### src/rtl/audio_pkg.sv
// Shared definitions for the audio record/playback path: sequencer states,
// default widths/timings and the per-state output decode.
package audio_pkg;

  typedef enum logic [1:0] {
    IDLE   = 2'd0,
    RECORD = 2'd1,
    WAKE   = 2'd2,
    PLAY   = 2'd3
  } seq_state_e;

  localparam int CNT_W_DEF       = 16;
  localparam int WAKE_CYCLES_DEF = 1024;

  typedef struct packed {
    logic busy;
    logic mic_en;
    logic amp_sd;
    logic amp_en;
  } mode_t;

  // Static pin levels for a state; registered alongside the state itself.
  function automatic mode_t mode_of(seq_state_e s);
    mode_t m;
    m.busy   = (s != IDLE);
    m.mic_en = (s == RECORD);
    m.amp_sd = (s == WAKE) || (s == PLAY);
    m.amp_en = (s == PLAY);
    return m;
  endfunction

endpackage

### src/rtl/audio_seq_ctrl_wake_timer.sv
// Loadable saturating down-counter; done while the count sits at zero.
// A load makes done rise exactly CYCLES cycles later.
module wake_timer
  import audio_pkg::*;
#(
  parameter int CYCLES = WAKE_CYCLES_DEF
) (
  input  logic clk,
  input  logic reset,
  input  logic load,
  output logic done
);

  localparam int W = $clog2(CYCLES + 1);
  localparam logic [W-1:0] LOAD_VAL = W'(CYCLES - 1);

  logic [W-1:0] cnt;

  always_ff @(posedge clk) begin
    if (!reset)           cnt <= '0;
    else if (load)        cnt <= LOAD_VAL;
    else if (cnt != '0)   cnt <= cnt - 1'b1;
  end

  assign done = (cnt == '0);

endmodule

### src/rtl/audio_seq_ctrl.sv
// Record/playback sequencer: paces FIFO writes from the mic and reads to the
// PWM stage on divider ticks, and sequences amplifier power-up before playback.
module audio_seq_ctrl
  import audio_pkg::*;
#(
  parameter int CNT_W       = CNT_W_DEF,
  parameter int MAX_SAMPLES = 65535,
  parameter int WAKE_CYCLES = WAKE_CYCLES_DEF
) (
  input  logic             clk,
  input  logic             reset,
  input  logic             tick,
  input  logic             rec_req,
  input  logic             play_req,
  input  logic             stop_req,
  input  logic             fifo_full,
  input  logic             fifo_empty,
  output logic             fifo_wr,
  output logic             fifo_rd,
  output logic             mic_en,
  output logic             amp_en,
  output logic             amp_sd,
  output logic             busy,
  output logic [1:0]       state_led,
  output logic [CNT_W-1:0] rec_len,
  output logic             overflow
);

  localparam logic [CNT_W-1:0] MAX_CNT = CNT_W'(MAX_SAMPLES);

  seq_state_e       st;
  mode_t            mode;
  logic [CNT_W-1:0] cnt, cnt_inc;
  logic             wake_load, wake_done;

  assign cnt_inc   = cnt + 1'b1;
  assign wake_load = (st == IDLE) && !rec_req && play_req &&
                     (rec_len != '0) && !fifo_empty;

  wake_timer #(.CYCLES(WAKE_CYCLES)) u_wake (
    .clk   (clk),
    .reset (reset),
    .load  (wake_load),
    .done  (wake_done)
  );

  always_ff @(posedge clk) begin
    if (!reset) begin
      st       <= IDLE;
      mode     <= '0;
      cnt      <= '0;
      rec_len  <= '0;
      overflow <= 1'b0;
      fifo_wr  <= 1'b0;
      fifo_rd  <= 1'b0;
    end else begin
      fifo_wr <= 1'b0;
      fifo_rd <= 1'b0;
      case (st)
        IDLE: begin
          if (rec_req) begin
            st       <= RECORD;
            mode     <= mode_of(RECORD);
            cnt      <= '0;
            overflow <= 1'b0;
          end else if (wake_load) begin
            st   <= WAKE;
            mode <= mode_of(WAKE);
            cnt  <= '0;
          end
        end
        RECORD: begin
          // stop wins over a coincident tick, so a full FIFO only flags overflow without stop
          if (stop_req || (tick && fifo_full)) begin
            st      <= IDLE;
            mode    <= mode_of(IDLE);
            rec_len <= cnt;
            if (!stop_req) overflow <= 1'b1;
          end else if (tick) begin
            fifo_wr <= 1'b1;
            cnt     <= cnt_inc;
            if (cnt_inc == MAX_CNT) begin
              st      <= IDLE;
              mode    <= mode_of(IDLE);
              rec_len <= cnt_inc;
            end
          end
        end
        WAKE: begin
          if (stop_req) begin
            st   <= IDLE;
            mode <= mode_of(IDLE);
          end else if (wake_done) begin
            st   <= PLAY;
            mode <= mode_of(PLAY);
          end
        end
        PLAY: begin
          if (stop_req || (tick && fifo_empty)) begin
            st   <= IDLE;
            mode <= mode_of(IDLE);
          end else if (tick) begin
            fifo_rd <= 1'b1;
            cnt     <= cnt_inc;
            if (cnt_inc == rec_len) begin
              st   <= IDLE;
              mode <= mode_of(IDLE);
            end
          end
        end
      endcase
    end
  end

  assign state_led = st;
  assign busy      = mode.busy;
  assign mic_en    = mode.mic_en;
  assign amp_sd    = mode.amp_sd;
  assign amp_en    = mode.amp_en;

endmodule
### config.mk
export PLATFORM = sky130hd
export DESIGN_NAME = audio_seq_ctrl
export DESIGN_NICKNAME = d
export VERILOG_FILES = /design/src/rtl/audio_pkg.sv /design/src/rtl/audio_seq_ctrl_wake_timer.sv /design/src/rtl/audio_seq_ctrl.sv
export SDC_FILE = /design/constraint.sdc
export NUM_CORES = 1
export LEC_CHECK = 0
export ABC_AREA = 1
export BUFFER_PORTS_ARGS = -buffer_cell sky130_fd_sc_hd__buf_2
export CAP_MARGIN = 10
export CORE_MARGIN = 1
export CORE_UTILIZATION = 54
export DETAILED_ROUTE_END_ITERATION = 10
export MAX_ROUTING_LAYER = met4
export PLACE_DENSITY = 0.74
export SLEW_MARGIN = 20
export SYNTH_ARGS = -nofsm -noshare
export SYNTH_HDL_FRONTEND = slang
export SYNTH_SLANG_ARGS = --single-unit
### constraint.sdc
create_clock -name clk -period 1.94 [get_ports clk]
set_input_delay 0.291 -clock clk [delete_from_list [all_inputs] [get_ports clk]]
set_output_delay 0.291 -clock clk [all_outputs]
set_load 0.02 [all_outputs]
* After elaboration in Yosys (flattened, before gate mapping)
Index checks and enable logic that the tools add are counted.
** Word-level totals
- Output and inout bits :: 25
- Word-level logic and storage cells :: 97
- Bits in registers :: 52
- Input port bits :: 8
** Operators by class
- Equal/unequal tests :: 16
- Reductions and logical operators :: 26
- $add $sub $neg :: 2
- Muxes and demuxes :: 38
- Bitwise gates (word level) :: 3
** Operators by type and width (count)
- $mux W16 :: 8
- $pmux W16 S3 :: 1
- $mux W4 :: 10
- $mux W10 :: 2
- $mux W2 :: 10
- $add A16 B1 Y16 const B :: 1
- $eq A16 B16 Y1 :: 1
- $eq A16 B16 Y1 const B :: 1
- $pmux W4 S4 :: 1
- $reduce_bool A16 Y1 :: 1
- $ne A3 B3 Y1 const B :: 4
- $logic_not A11 Y1 :: 1
- $reduce_bool A11 Y1 :: 1
- $sub A11 B1 Y11 const B :: 1
- $ne A2 B2 Y1 const B :: 5
- $pmux W2 S4 :: 1
- $reduce_and A4 Y1 :: 2
- $reduce_bool A2 Y1 :: 4
- $logic_and A1 B1 Y1 :: 6
- $ne A3 B2 Y1 const B :: 2
- $reduce_and A6 Y1 :: 1
- $reduce_or A3 Y1 :: 2
- $eq A2 B2 Y1 const B :: 2
- $mux W1 :: 4
- 9 further kinds :: 13

* Depth between registers and ports, before layout
Gate-level depths: netlist (run 1).
- Depth in word-level cells :: 8
- Mapped depth :: 17
- Gate-level depth less buffers :: 17

* Hierarchy
A second synthesis (run 1) with hierarchy kept.
** Unflattened totals
- Cell total of the unflattened synthesis :: 526
- Area total of the unflattened synthesis :: 3427.0 um^2
** By module, submodules not included
- audio_seq_ctrl :: seq. area each 800.8 um^2, cells each 430, area each 2755.1 um^2, instances 1
- wake_timer :: seq. area each 220.2 um^2, cells each 96, area each 671.9 um^2, instances 1

* Least setup slack after synthesis (run 1)
No wires, ideal clock.
- Kind :: register -> register
- From :: register cnt[0]
- To :: register rec_len[5]
- Data required time :: 1.820 ns
- Arrival :: 1.927 ns
- Slack :: -0.107 ns
- Clock period less this slack :: 2.047 ns
- Library setup time :: 0.120 ns
- Path buffers :: 1
- Stages on the path, launching flop included :: 14
- Path through :: dfxtp_1 > ha_1 > nand2_1 > nor2_4 > nand3_4 > o21ai_2 > nand2_2 > nor2_2 > nand3_2 > nand2_2 > nand2_4 > inv_6 > buf_4 > a21oi_2
** On the way
- Word-level cells in the longest chain between the ends :: 4
- Elaborated cells on any way between the ends :: 7
- Those cells by class :: add/sub (1); eq/ne (1); mux (3); reduce/logical (2)
** Ends and longest elaborated chain
- from (decl) :: line audio_seq_ctrl.sv:33 : logic [CNT_W-1:0] cnt, cnt_inc;
- from (signal assigned) :: line audio_seq_ctrl.sv:81 : cnt <= cnt_inc;
- from (signal assigned) :: line audio_seq_ctrl.sv:104 : cnt <= cnt_inc;
- $add A16 B1 Y16 (*) :: line audio_seq_ctrl.sv:36 : assign cnt_inc = cnt + 1'b1;
- $eq A16 B16 Y1 / $mux W16 (equally long branches) :: line audio_seq_ctrl.sv:82 : if (cnt_inc == MAX_CNT) begin
- $reduce_bool A2 Y1 (no line) / $mux W16 (equally long branches)
- $reduce_and A3 Y1 (no line) / $mux W16 (equally long branches)
- to (signal assigned) :: line audio_seq_ctrl.sv:77 : rec_len <= cnt;
- to (signal assigned) :: line audio_seq_ctrl.sv:85 : rec_len <= cnt_inc;
- to (decl) :: line audio_seq_ctrl.sv:25 : output logic [CNT_W-1:0] rec_len,
Every way passes the cells marked *; elsewhere a longest branch is shown, timed or not. The select of a mux whose other input is x is not followed.
A chain may end at the register's enable or synchronous reset.

* Worst setup path in the final report (run 1)
- From :: register cnt[1]
- To :: register rec_len[10]
Same word-level chain as after synthesis.

==> impl_metrics.toml, run 1 <==
[placement]
hpwl_mm = 6.70
place_area_mm2 = 0.00396
place_ws_ns = -0.245
port_buffers = 32
place.gp.congestion = 0.917

[final_layout]
layout-drive-gt1-share_pct = 30.8
stdcell_area_mm2 = 0.00425
area_growth_pct = 24.9
utilization_pct = 70.9
num_antenna_cells = 0
fin_nets = 604

[synth]
yosysWarningCount = 0
syn_inst = 510
ys_ff_latch = 51
synth.net_count = 525
syn_area_mm2 = 0.00340
synth_cell_type_count = 38
seq_area_frac_synth_pct = 30.0
syn_avg_cell_area_um2 = 6.67

[floorplanning]
design.core.area_mm2 = 0.00599
num_rows = 28
initial_utilization_pct = 56.8
die-area_mm2 = 0.00662
dieHeight_um = 81.4
io_pins = 33
chipWidth_um = 81.4

[sta]
fin_crit_ns = 2.16
slew_headroom_pct = 64.9
drv_slew = 0
timing.fmax_mhz = 464
period_share_pct = 111
hold_ws_ns = 0.278
final-setup-viol-count = 21
timing.final.ws_setup_ns = -0.216
hold_viol_final = 0
worst_pin_slew_ns = 0.527
skew_ns = 0.0126
rsz0062_at_grt = "true"

[global_routing]
grt_max_degree = 32
track_usage_pct = 30.7
grt_overflow = 0
grt_pass1_wl_mm = 15.2
antenna_found_initial = 0
grt_pass1_vias = 3406

[power]
switchingPower_uw = 2940
comb_power_share_pct = 61.0
clock_power_share_pct = 11.3
netSwitchingFraction_pct = 48.7
totalPowerFinal_uw = 6050
seqPwrFrac_pct = 27.8
peakVddDrop_mv = 1.15
leakage_uw = 0.00199
power_density_mw_per_mm2 = 1420
internal_power_uw = 3100

[critical_path]
r2r_slack_ns = -0.22
end_kind = "flip-flop"
criticalPathCategory = "reg2reg"
worstReg2RegEnd = "rec_len[10]$_SDFFE_PN0P_"
path_max_fanout = 6
timing.rr.start = "cnt[1]$_SDFFE_PN0P_"
crit_start = "cnt[1]$_SDFFE_PN0P_"
worstPathRequired_ns = 2.15
arrival_ns = 2.36
worst-r2r-cell-count = 16
critPathLaunchType = "flip-flop"

[job]
drv_cap = 0

[detailed_routing]
drt.antenna.violating_nets = 0
routed-via-count = 3667
drc = 0
drtPass1Iterations = 6
wl_mm = 9.45
drt_iter0_markers = 302
routedWlPerCell_um = 14.2
viasPerCell = 5.51

[clocking]
root_buffer = "clkbuf_8"
ctsHoldBuffers = 0
cts_tree = "done"
numCtsBuffers = 5
clk-insertion-delay-late_ns = 0.32
cts.sinks = 51
h-tree-depth = 2
path_clk_slew_ns = 0.11
clock_path_buffers = 2

[outcome]
violations = "negative setup slack"
status = "complete, but fails checks"

[hold_path]
worst_hold_path.num_cells = 3
holdPathEnd = "fifo_rd$_SDFF_PP0_"
hp-start = "tick"
min_path_type = "in2reg"
worst max-delay path, stage by stage (launching register included):
cell	delay (ns)
dfxtp_4	0.40
ha_4	0.17
nand2_4	0.06
nor2_4	0.21
buf_4	0.15
nand3_1	0.08
nand2_1	0.12
inv_1	0.06
nand3_1	0.11
nor2_2	0.05
nand3_2	0.10
nand2_2	0.08
nand2_4	0.10
inv_8	0.06
buf_12	0.13
o21ai_2	0.13
a21oi_2	0.04
stage by stage:
step | std cells | setup TNS, ns
after floorplan | 510 | -0.00000555
after CTS | 662 | -2.47
after global routing | 665 | -6.76
final | 665 | -3.94
after global placement | 649 | -2.96
after detailed placement | 649 | -3.82
placed cells by master, fill, tap and decap left out, types with 2 or more instances in the layout:
master,count
a211oi_1,16
a21oi_1,24
a21oi_2,15
a31oi_1,7
buf_12,3
buf_2,32
buf_4,51
clkbuf_16,2
clkbuf_8,5
dfxtp_1,44
dfxtp_2,5
dfxtp_4,2
ha_1,6
inv_1,75
inv_2,4
inv_6,2
nand2_1,102
nand2_2,12
nand2_4,5
nand3_1,32
nand3_2,4
nand4_1,16
nor2_1,48
nor2_2,11
nor2_4,5
nor3_1,2
o21ai_0,23
o21ai_1,2
o21ai_2,16
o31ai_1,2
xor2_1,2
power by group through the flow:
stage                     Combinational [µW]  Sequential (µW)  Clock (µW)
after CTS                               3510             1670         690
after global routing                    4100             1720         729
after floorplan                         2270             1770           0
after detailed placement                3420             1680           0
final                                   3690             1680         683
after global placement                  3330             1670           0
cell families after synthesis:
kind of cell / after synthesis / synth area share, %
AO/OA/AOI/OAI: 110 / 21.7
XOR/XNOR: 3 / 0.772
adder cells (fa/ha/maj): 7 / 2.57
buffers and inverters: 98 / 12.5
flip-flops: 51 / 30.0
AND/OR/NAND/NOR: 241 / 32.4
routing by layer:
layer / vias up / GRT usage [%] / wire length, µm
met5: - / - / 0
met4: 0 / 11.6 / 191
met3: 19 / 4.94 / 521
met2: 116 / 52.2 / 4670
li1: 1831 / - / -
met1: 1701 / 36.1 / 4060
synthesized netlist by cell type, drive strengths merged:
master	n	area (µm²)
o21ai	42	270
buf	8	80.1
nand4	16	100
xnor2	1	8.76
a31oi	7	43.8
nor4	1	6.26
nor2	64	285
nand3	37	203
clkinv	1	3.75
a211oi	17	128
or3	1	6.26
o31ai	2	15.0
ha	7	87.6
clkbuf	9	37.5
a21oi	40	268
xor2	2	17.5
nor3	2	10.0
inv	80	305
dfxtp	51	1020
nand2	119	484
a22oi	1	7.51
nand3b	1	7.51
o21bai	1	7.51
final cells by class:
| type | count | area (µm²) |
|---|---|---|
| multi-input combinational | 361 | 2050 |
| fill | 503 | 1740 |
| sequential | 51 | 1030 |
| timing repair buffer | 89 | 664 |
| inverter | 81 | 312 |
| tap | 75 | 93.8 |
| clock buffer | 5 | 68.8 |
| clock inverter | 3 | 26.3 |
worst max path at each step:
stage	end	cells past startpoint
6_report	rec_len[10]$_SDFFE_PN0P_	16
5_1_grt	mic_en$_SDFFE_PN0P_	16
4_1_cts	state_led[0]$_SDFFE_PN0P_	16
3_5_place_dp	mic_en$_SDFFE_PN0P_	15
3_3_place_gp	mic_en$_SDFFE_PN0P_	15
2_1_floorplan	cnt[0]$_SDFFE_PN0P_	10
timing repair:
item                                    CTS  global route
resized for setup                        15            17
pin swaps                                 8            10
cloned                                    0             2
setup buffers                             5             1
endpoints found under the setup margin   22            39
sequential cells by signal, summed over array words and instances, names as in the netlist:
register and flops:
amp_en 1, busy 1, cnt 16, fifo_rd 1, fifo_wr 1, mic_en 1
overflow 1, rec_len 16, state_led 2, u_wake.cnt 11
(Power assumes the default switching activity.)
==> run 2, diff against run 1 <==
--- a/config.mk
+++ b/config.mk
@@ -8,11 +8,11 @@
 export ABC_AREA = 1
 export BUFFER_PORTS_ARGS = -buffer_cell sky130_fd_sc_hd__buf_2
 export CAP_MARGIN = 10
-export CORE_MARGIN = 1
 export CORE_UTILIZATION = 54
 export DETAILED_ROUTE_END_ITERATION = 10
 export MAX_ROUTING_LAYER = met4
 export PLACE_DENSITY = 0.74
+export SETUP_SLACK_MARGIN = 0.3
 export SLEW_MARGIN = 20
 export SYNTH_ARGS = -nofsm -noshare
 export SYNTH_HDL_FRONTEND = slang
==> run 2 against run 1 <==
The run still ends with negative setup slack left. Sequential share of layout area fell by 2.6 points. Flip-flop and latch count did not move. Final area rose by 14%. Final cell count rose by 3.0%. First-iteration DRC count fell by 22%. Register-to-register slack got worse by 0.05 ns. Clock power rose by 27%. Sequential power rose by 3%.
==> impl_metrics.toml, run 2 (same netlist as run 1, synthesis figures left out) <==
[outcome]
status = "complete, but fails checks"
violations = "negative setup slack"

[floorplanning]
io_pins = 33
num_rows = 28
design.core.area_mm2 = 0.00599
die-area_mm2 = 0.00662
dieHeight_um = 81.4
chipWidth_um = 81.4
initial_utilization_pct = 56.8

[sta]
slew_headroom_pct = 70.3
hold_viol_final = 0
skew_ns = 0.0122
final-setup-viol-count = 21
hold_ws_ns = 0.289
worst_pin_slew_ns = 0.445
fin_crit_ns = 2.21
drv_slew = 0
tns_ns = -5.17
rsz0062_at_grt = "true"
timing.final.ws_setup_ns = -0.271
period_share_pct = 114
timing.fmax_mhz = 452

[placement]
hpwl_mm = 7.04
place_ws_ns = -0.234
place.gp.congestion = 0.928
port_buffers = 32

[detailed_routing]
viasPerCell = 5.68
routed-via-count = 3890
drc = 0
drt.antenna.violating_nets = 0
drtPass1Iterations = 7
drt_iter0_markers = 235
wl_mm = 10.9
routedWlPerCell_um = 15.9

[power]
leakage_uw = 0.00218
power_density_mw_per_mm2 = 1660
peakVddDrop_mv = 1.14

[critical_path]
r2r_slack_ns = -0.27
arrival_ns = 2.42
worst-r2r-cell-count = 17
criticalPathCategory = "reg2reg"
worstPathRequired_ns = 2.15
cpPeakStageDelay_ns = 0.40
critPathLaunchType = "flip-flop"
worstReg2RegEnd = "rec_len[13]$_SDFFE_PN0P_"
crit_start = "cnt[1]$_SDFFE_PN0P_"
path_cells = "ha_4, nand2_4, nor2_4, buf_4, buf_4, nand3_1, nand2_2, nand2_2, nand2_1, nor2_2, nand3_4, nand2_2, nand2_4, inv_8, buf_12, o21ai_2, a21oi_2"
path_max_fanout = 10
end_kind = "flip-flop"
crit_buf_inv = 4
cpMaxStageDelayCell = "dfxtp_4"
cp.depth = 17
crit_family = "simple AND/OR/NAND/NOR gates"
cp-endpoint = "rec_len[13]$_SDFFE_PN0P_"
timing.rr.start = "cnt[1]$_SDFFE_PN0P_"
crit_top_cell = "nand2_2"

[final_layout]
seq_area_mm2 = 0.00105
area_growth_pct = 42.0
final_common_cell = "nand2_1"
final_cell_mix = "nand2_1 (99), inv_1 (70), buf_4 (64), nor2_1 (42), dfxtp_1 (36)"
nFillCells = 387
layout-drive-gt1-share_pct = 42.6
fin_nets = 624
reg_top3 = "cnt: 16 flops, rec_len: 16 flops, u_wake.cnt: 11 flops"
num_antenna_cells = 0
multi_input_area_mm2 = 0.00238

[clocking]
ctsHoldBuffers = 0
numCtsBuffers = 5
cts_tree = "done"
cts.sinks = 51
clock_path_buffers = 2
h-tree-depth = 2
path_clk_slew_ns = 0.10
root_buffer = "clkbuf_8"
clk-insertion-delay-late_ns = 0.32

[global_routing]
track_usage_pct = 34.2
grt_max_degree = 17
grt_pass1_wl_mm = 16.8
grt_overflow = 0
grt_pass1_vias = 3806
antenna_found_initial = 0

[hold_path]
min_path_type = "in2reg"

[job]
drv_cap = 0
run 2: where the power goes:
part           switching, µW  leakage [µW]  internal, µW
Combinational           3010       0.00168          2410
Sequential               329      0.000425          1400
Clock                    402     0.0000669           464
run 2: worst min-delay path by stage:
| stage | startpoint | depth (start not counted) | slack, ns | to |
|---|---|---|---|---|
| floorplan | tick | 2 | 0.43 | fifo_rd$_SDFF_PP0_ |
| global placement | u_wake.cnt[7]$_SDFFE_PN0P_ | 2 | 0.45 | u_wake.cnt[7]$_SDFFE_PN0P_ |
| detailed placement | u_wake.cnt[7]$_SDFFE_PN0P_ | 2 | 0.46 | u_wake.cnt[7]$_SDFFE_PN0P_ |
| CTS | tick | 3 | 0.27 | fifo_wr$_SDFF_PP0_ |
| global route | tick | 3 | 0.32 | fifo_wr$_SDFF_PP0_ |
| finish | tick | 3 | 0.29 | fifo_wr$_SDFF_PP0_ |
run 2: area by class of cell:
type / instances / share of cell area (%)
sequential: 51 / 21.7
multi-input combinational: 361 / 49.2
clock buffer: 6 / 1.94
tap: 75 / 1.94
clock inverter: 2 / 0.751
timing repair buffer: 109 / 17.8
inverter: 81 / 6.55
run 2: routing by layer:
metal | track usage [%] | part of all wire (%) | vias to the layer above
li1 | - | - | 1874
met1 | 38.9 | 40 | 1790
met2 | 56.9 | 49 | 175
met3 | 6.52 | 6.9 | 51
met4 | 17.5 | 4.4 | 0
met5 | - | 0 | -
run 2: through the flow:
step	instances	cell area (µm²)	power, µW	util, %
2_1_floorplan	510	3600	4550	-
3_3_place_gp	659	4180	5430	69.8
3_5_place_dp	659	4180	5540	69.8
4_1_cts	680	4640	7560	77.5
5_1_grt	685	4830	8500	80.7
6_report	685	4830	8020	80.7
run 2: worst reg2reg max path: cells and delay by family, from the launching register on:
family                   cells  cell delay [ns]
AND/OR/NAND/NOR             10             0.90
buffers and inverters        4             0.44
flip-flops                   1             0.40
adder cells (fa/ha/maj)      1             0.17
AO/OA/AOI/OAI                2             0.17
run 2: what timing repair did:
item / in CTS / in global routing
endpoints found under the hold margin: 0 / 0
setup buffers: 10 / 5
pin swaps: 19 / 19
cloned: 3 / 0
endpoints found under the setup margin: 41 / 45
gates resized for setup: 46 / 41
==> run 3, diff against run 2 <==
--- a/config.mk
+++ b/config.mk
@@ -5,7 +5,6 @@
 export SDC_FILE = /design/constraint.sdc
 export NUM_CORES = 1
 export LEC_CHECK = 0
-export ABC_AREA = 1
 export BUFFER_PORTS_ARGS = -buffer_cell sky130_fd_sc_hd__buf_2
 export CAP_MARGIN = 10
 export CORE_UTILIZATION = 54
==> run 3 against run 2 <==
First-iteration DRC count up 56%. Synthesized cell count down 14%. Largest cell class unchanged. Area after synthesis up 1.9%. Combinational power down 63%. The run still ends with negative setup slack left. Global-route usage up 1.2 points. Critical endpoint is now state_led[1]$_SDFFE_PN0P_. Final cell count down 7.9%.
==> impl_metrics.toml, run 3 <==
[synth]
syn_avg_cell_area_um2 = 7.90
ys_top_cells_by_count = "nand2_1 (65), dfxtp_1 (51), xnor2_1 (34)"
synth_cell_type_count = 59
synthArstFlopShare_pct = 0
syn_area_mm2 = 0.00347
ys.flop_type = "dfxtp_1"
synth_area_leaders = "dfxtp_1 (29%), xnor2_1 (8.6%), nand2_1 (7.0%)"
synth_top_area_share_pct = 29.4
synth.net_count = 454
yosysMostFrequentCell = "nand2_1"
synth_edf_count = 0
ys_ff_latch = 51
syn_inst = 439
synth_top_area_cell = "dfxtp_1"
yosysWarningCount = 0
seq_area_frac_synth_pct = 29.4

[global_routing]
met1_usage_pct = 39.7
grt_pass1_wl_mm = 17.4
grt_overflow = 0
busiest_layer = "met2"
met3_usage_pct = 6.81
grt_pass1_vias = 3636
track_usage_pct = 35.5
gr-usage-met2_pct = 58.9
antenna_found_initial = 0
grt_max_degree = 73

[sta]
slew_headroom_pct = 69.8
period_share_pct = 155
rsz0062_at_grt = "true"
fin_crit_ns = 3.01
hold_viol_final = 0
timing.fmax_mhz = 332
final-setup-viol-count = 47
skew_ns = 0.0121
worst_pin_slew_ns = 0.449
drv_slew = 0
timing.final.ws_setup_ns = -1.07

[clocking]
numCtsBuffers = 5
cts_tree = "done"
path_clk_slew_ns = 0.10
h-tree-depth = 2
clock_path_buffers = 2
cts.sinks = 51
clk-insertion-delay-late_ns = 0.32
root_buffer = "clkbuf_8"

[critical_path]
r2r_slack_ns = -1.07
cpMaxStageDelayCell = "or4b_4"
timing.rr.start = "cnt[0]$_SDFFE_PN0P_"
cpPeakStageDelay_ns = 0.54
worstReg2RegEnd = "state_led[1]$_SDFFE_PN0P_"
criticalPathCategory = "reg2reg"
end_kind = "flip-flop"
worstPathRequired_ns = 2.18
path_cells = "buf_4, nand4_4, nor3_1, xnor2_1, xnor2_1, or4_1, or4b_4, a211oi_4, buf_6, mux2i_1"
critPathLaunchType = "flip-flop"
path_max_fanout = 8
crit_top_cell = "xnor2_1"
worst-r2r-cell-count = 10
arrival_ns = 3.26

[placement]
hpwl_mm = 7.17
dpl.cell_count = 607
port_buffers = 32
place.gp.congestion = 0.954
place_area_mm2 = 0.00436

[final_layout]
final_cell_mix = "buf_4 (94), nand2_1 (63), dfxtp_1 (41), buf_2 (32), xnor2_1 (29)"
final_common_cell = "buf_4"
layout-drive-gt1-share_pct = 39.2
nFillCells = 346
num_antenna_cells = 0
fin_nets = 570
reg_top3 = "cnt: 16 flops, rec_len: 16 flops, u_wake.cnt: 11 flops"
stdcell_area_mm2 = 0.00492
area_growth_pct = 41.9
instances_no_fill = 631

[outcome]
status = "complete, but fails checks"
violations = "negative setup slack"

[detailed_routing]
drtPass1Iterations = 7
viasPerCell = 6.14
routedWlPerCell_um = 19.1
drc = 0
wl_mm = 12.0
drt.antenna.violating_nets = 0
routed-via-count = 3873
drt_iter0_markers = 367

[hold_path]
worst_hold_path.num_cells = 5
holdPathEnd = "mic_en$_SDFFE_PN0P_"
hp-start = "rec_req"
min_path_type = "in2reg"

[floorplanning]
die-area_mm2 = 0.00675
initial_utilization_pct = 57.2
dieHeight_um = 82.1
chipWidth_um = 82.1
num_rows = 28
design.core.area_mm2 = 0.00606
io_pins = 33

[power]
switchingPower_uw = 1480
seqPwrFrac_pct = 31.6
leakage_uw = 0.00216
netSwitchingFraction_pct = 37.7
internal_power_uw = 2450
clock_power_share_pct = 17.3
power_density_mw_per_mm2 = 798
peakVddDrop_mv = 0.987
comb_power_share_pct = 51.0

[job]
drv_cap = 0
run 3: cell count changes after synthesis, sizes merged, moves of 13 or more:
| cell | before | now |
|---|---|---|
| a211oi | 17 | 4 |
| and2 | 0 | 13 |
| nand3 | 37 | 7 |
| nor2 | 64 | 29 |
| nand2 | 119 | 65 |
| mux2i | 0 | 21 |
| xnor2 | 1 | 34 |
| inv | 80 | 14 |
| a21oi | 40 | 9 |
run 3: cell type report:
type | instances | area, µm² | share of cell area [%]
Clock buffer | 5 | 68.8 | 1.40
Clock inverter | 3 | 27.5 | 0.559
Inverter | 14 | 52.6 | 1.07
Multi-Input combinational cell | 339 | 2540 | 51.6
Sequential cell | 51 | 1040 | 21.1
Tap cell | 75 | 93.8 | 1.91
Timing Repair Buffer | 144 | 1100 | 22.3
run 3: how the worst max path moves through the flow:
| stage | start | end | slack [ns] | cells after the start |
|---|---|---|---|---|
| after floorplan | cnt[1]$_SDFFE_PN0P_ | amp_en$_SDFFE_PN0P_ | -0.94 | 9 |
| after CTS | cnt[0]$_SDFFE_PN0P_ | state_led[1]$_SDFFE_PN0P_ | -1.01 | 10 |
| after global routing | cnt[0]$_SDFFE_PN0P_ | state_led[0]$_SDFFE_PN0P_ | -1.16 | 10 |
| after global placement | cnt[0]$_SDFFE_PN0P_ | state_led[0]$_SDFFE_PN0P_ | -0.94 | 10 |
| after detailed placement | cnt[0]$_SDFFE_PN0P_ | state_led[1]$_SDFFE_PN0P_ | -1.06 | 10 |
| final | cnt[0]$_SDFFE_PN0P_ | state_led[1]$_SDFFE_PN0P_ | -1.07 | 10 |
run 3: stage by stage:
stage | hold WS (ns) | total power, µW | setup TNS [ns] | setup slack (ns) | util (%)
floorplan | 0.405 | 2110 | -17.62 | -0.943 | -
global placement | 0.440 | 2520 | -18.24 | -0.943 | 71.9
detailed placement | 0.445 | 2560 | -19.64 | -1.06 | 71.9
CTS | 0.366 | 3690 | -18.14 | -1.01 | 78.7
global route | 0.415 | 4110 | -26.17 | -1.16 | 81.2
finish | 0.381 | 3930 | -22.44 | -1.07 | 81.2
run 3: timing repair:
item	CTS	global route
gates resized for setup	61	34
buffers inserted	10	3
endpoints found under the setup margin	49	50
pin swaps	27	14
hold buffers	0	0
cloned	3	0
run 3: kinds of logic (layout without fill, tap and decap cells):
| logic type | count (synthesis) | in the layout | share of synthesized area [%] |
|---|---|---|---|
| and+or+nand+nor | 183 | 184 | 28.4 |
| AOI/OAI and AO/OA | 82 | 82 | 15.6 |
| DFF | 51 | 51 | 29.4 |
| buffers and inverters | 50 | 166 | 6.57 |
| xor gates and xnor gates | 45 | 45 | 11.4 |
| muxes | 21 | 21 | 6.06 |
| adders and majority gates | 7 | 7 | 2.53 |
run 3: power groups by stage:
| stage | clock [µW] | combinational, µW | sequential (µW) |
|---|---|---|---|
| finish | 681 | 2000 | 1240 |
| CTS | 681 | 1770 | 1240 |
| floorplan | 0 | 837 | 1280 |
| global placement | 0 | 1280 | 1240 |
| global route | 716 | 2140 | 1250 |
| detailed placement | 0 | 1320 | 1240 |
run 3: critical path: cells and delay by family, from the launching register on:
family          cells  cell delay (ns)
buf+inv             2             0.32
flops               1             0.39
simple gates        4             1.44
xor+xnor            2             0.39
mux                 1             0.20
compound gates      1             0.21
run 3: layer usage:
layer,share of wire [%],wire length (µm)
met1,38,4590
met2,48,5800
met3,8.3,998
met4,5.3,639
met5,0,0
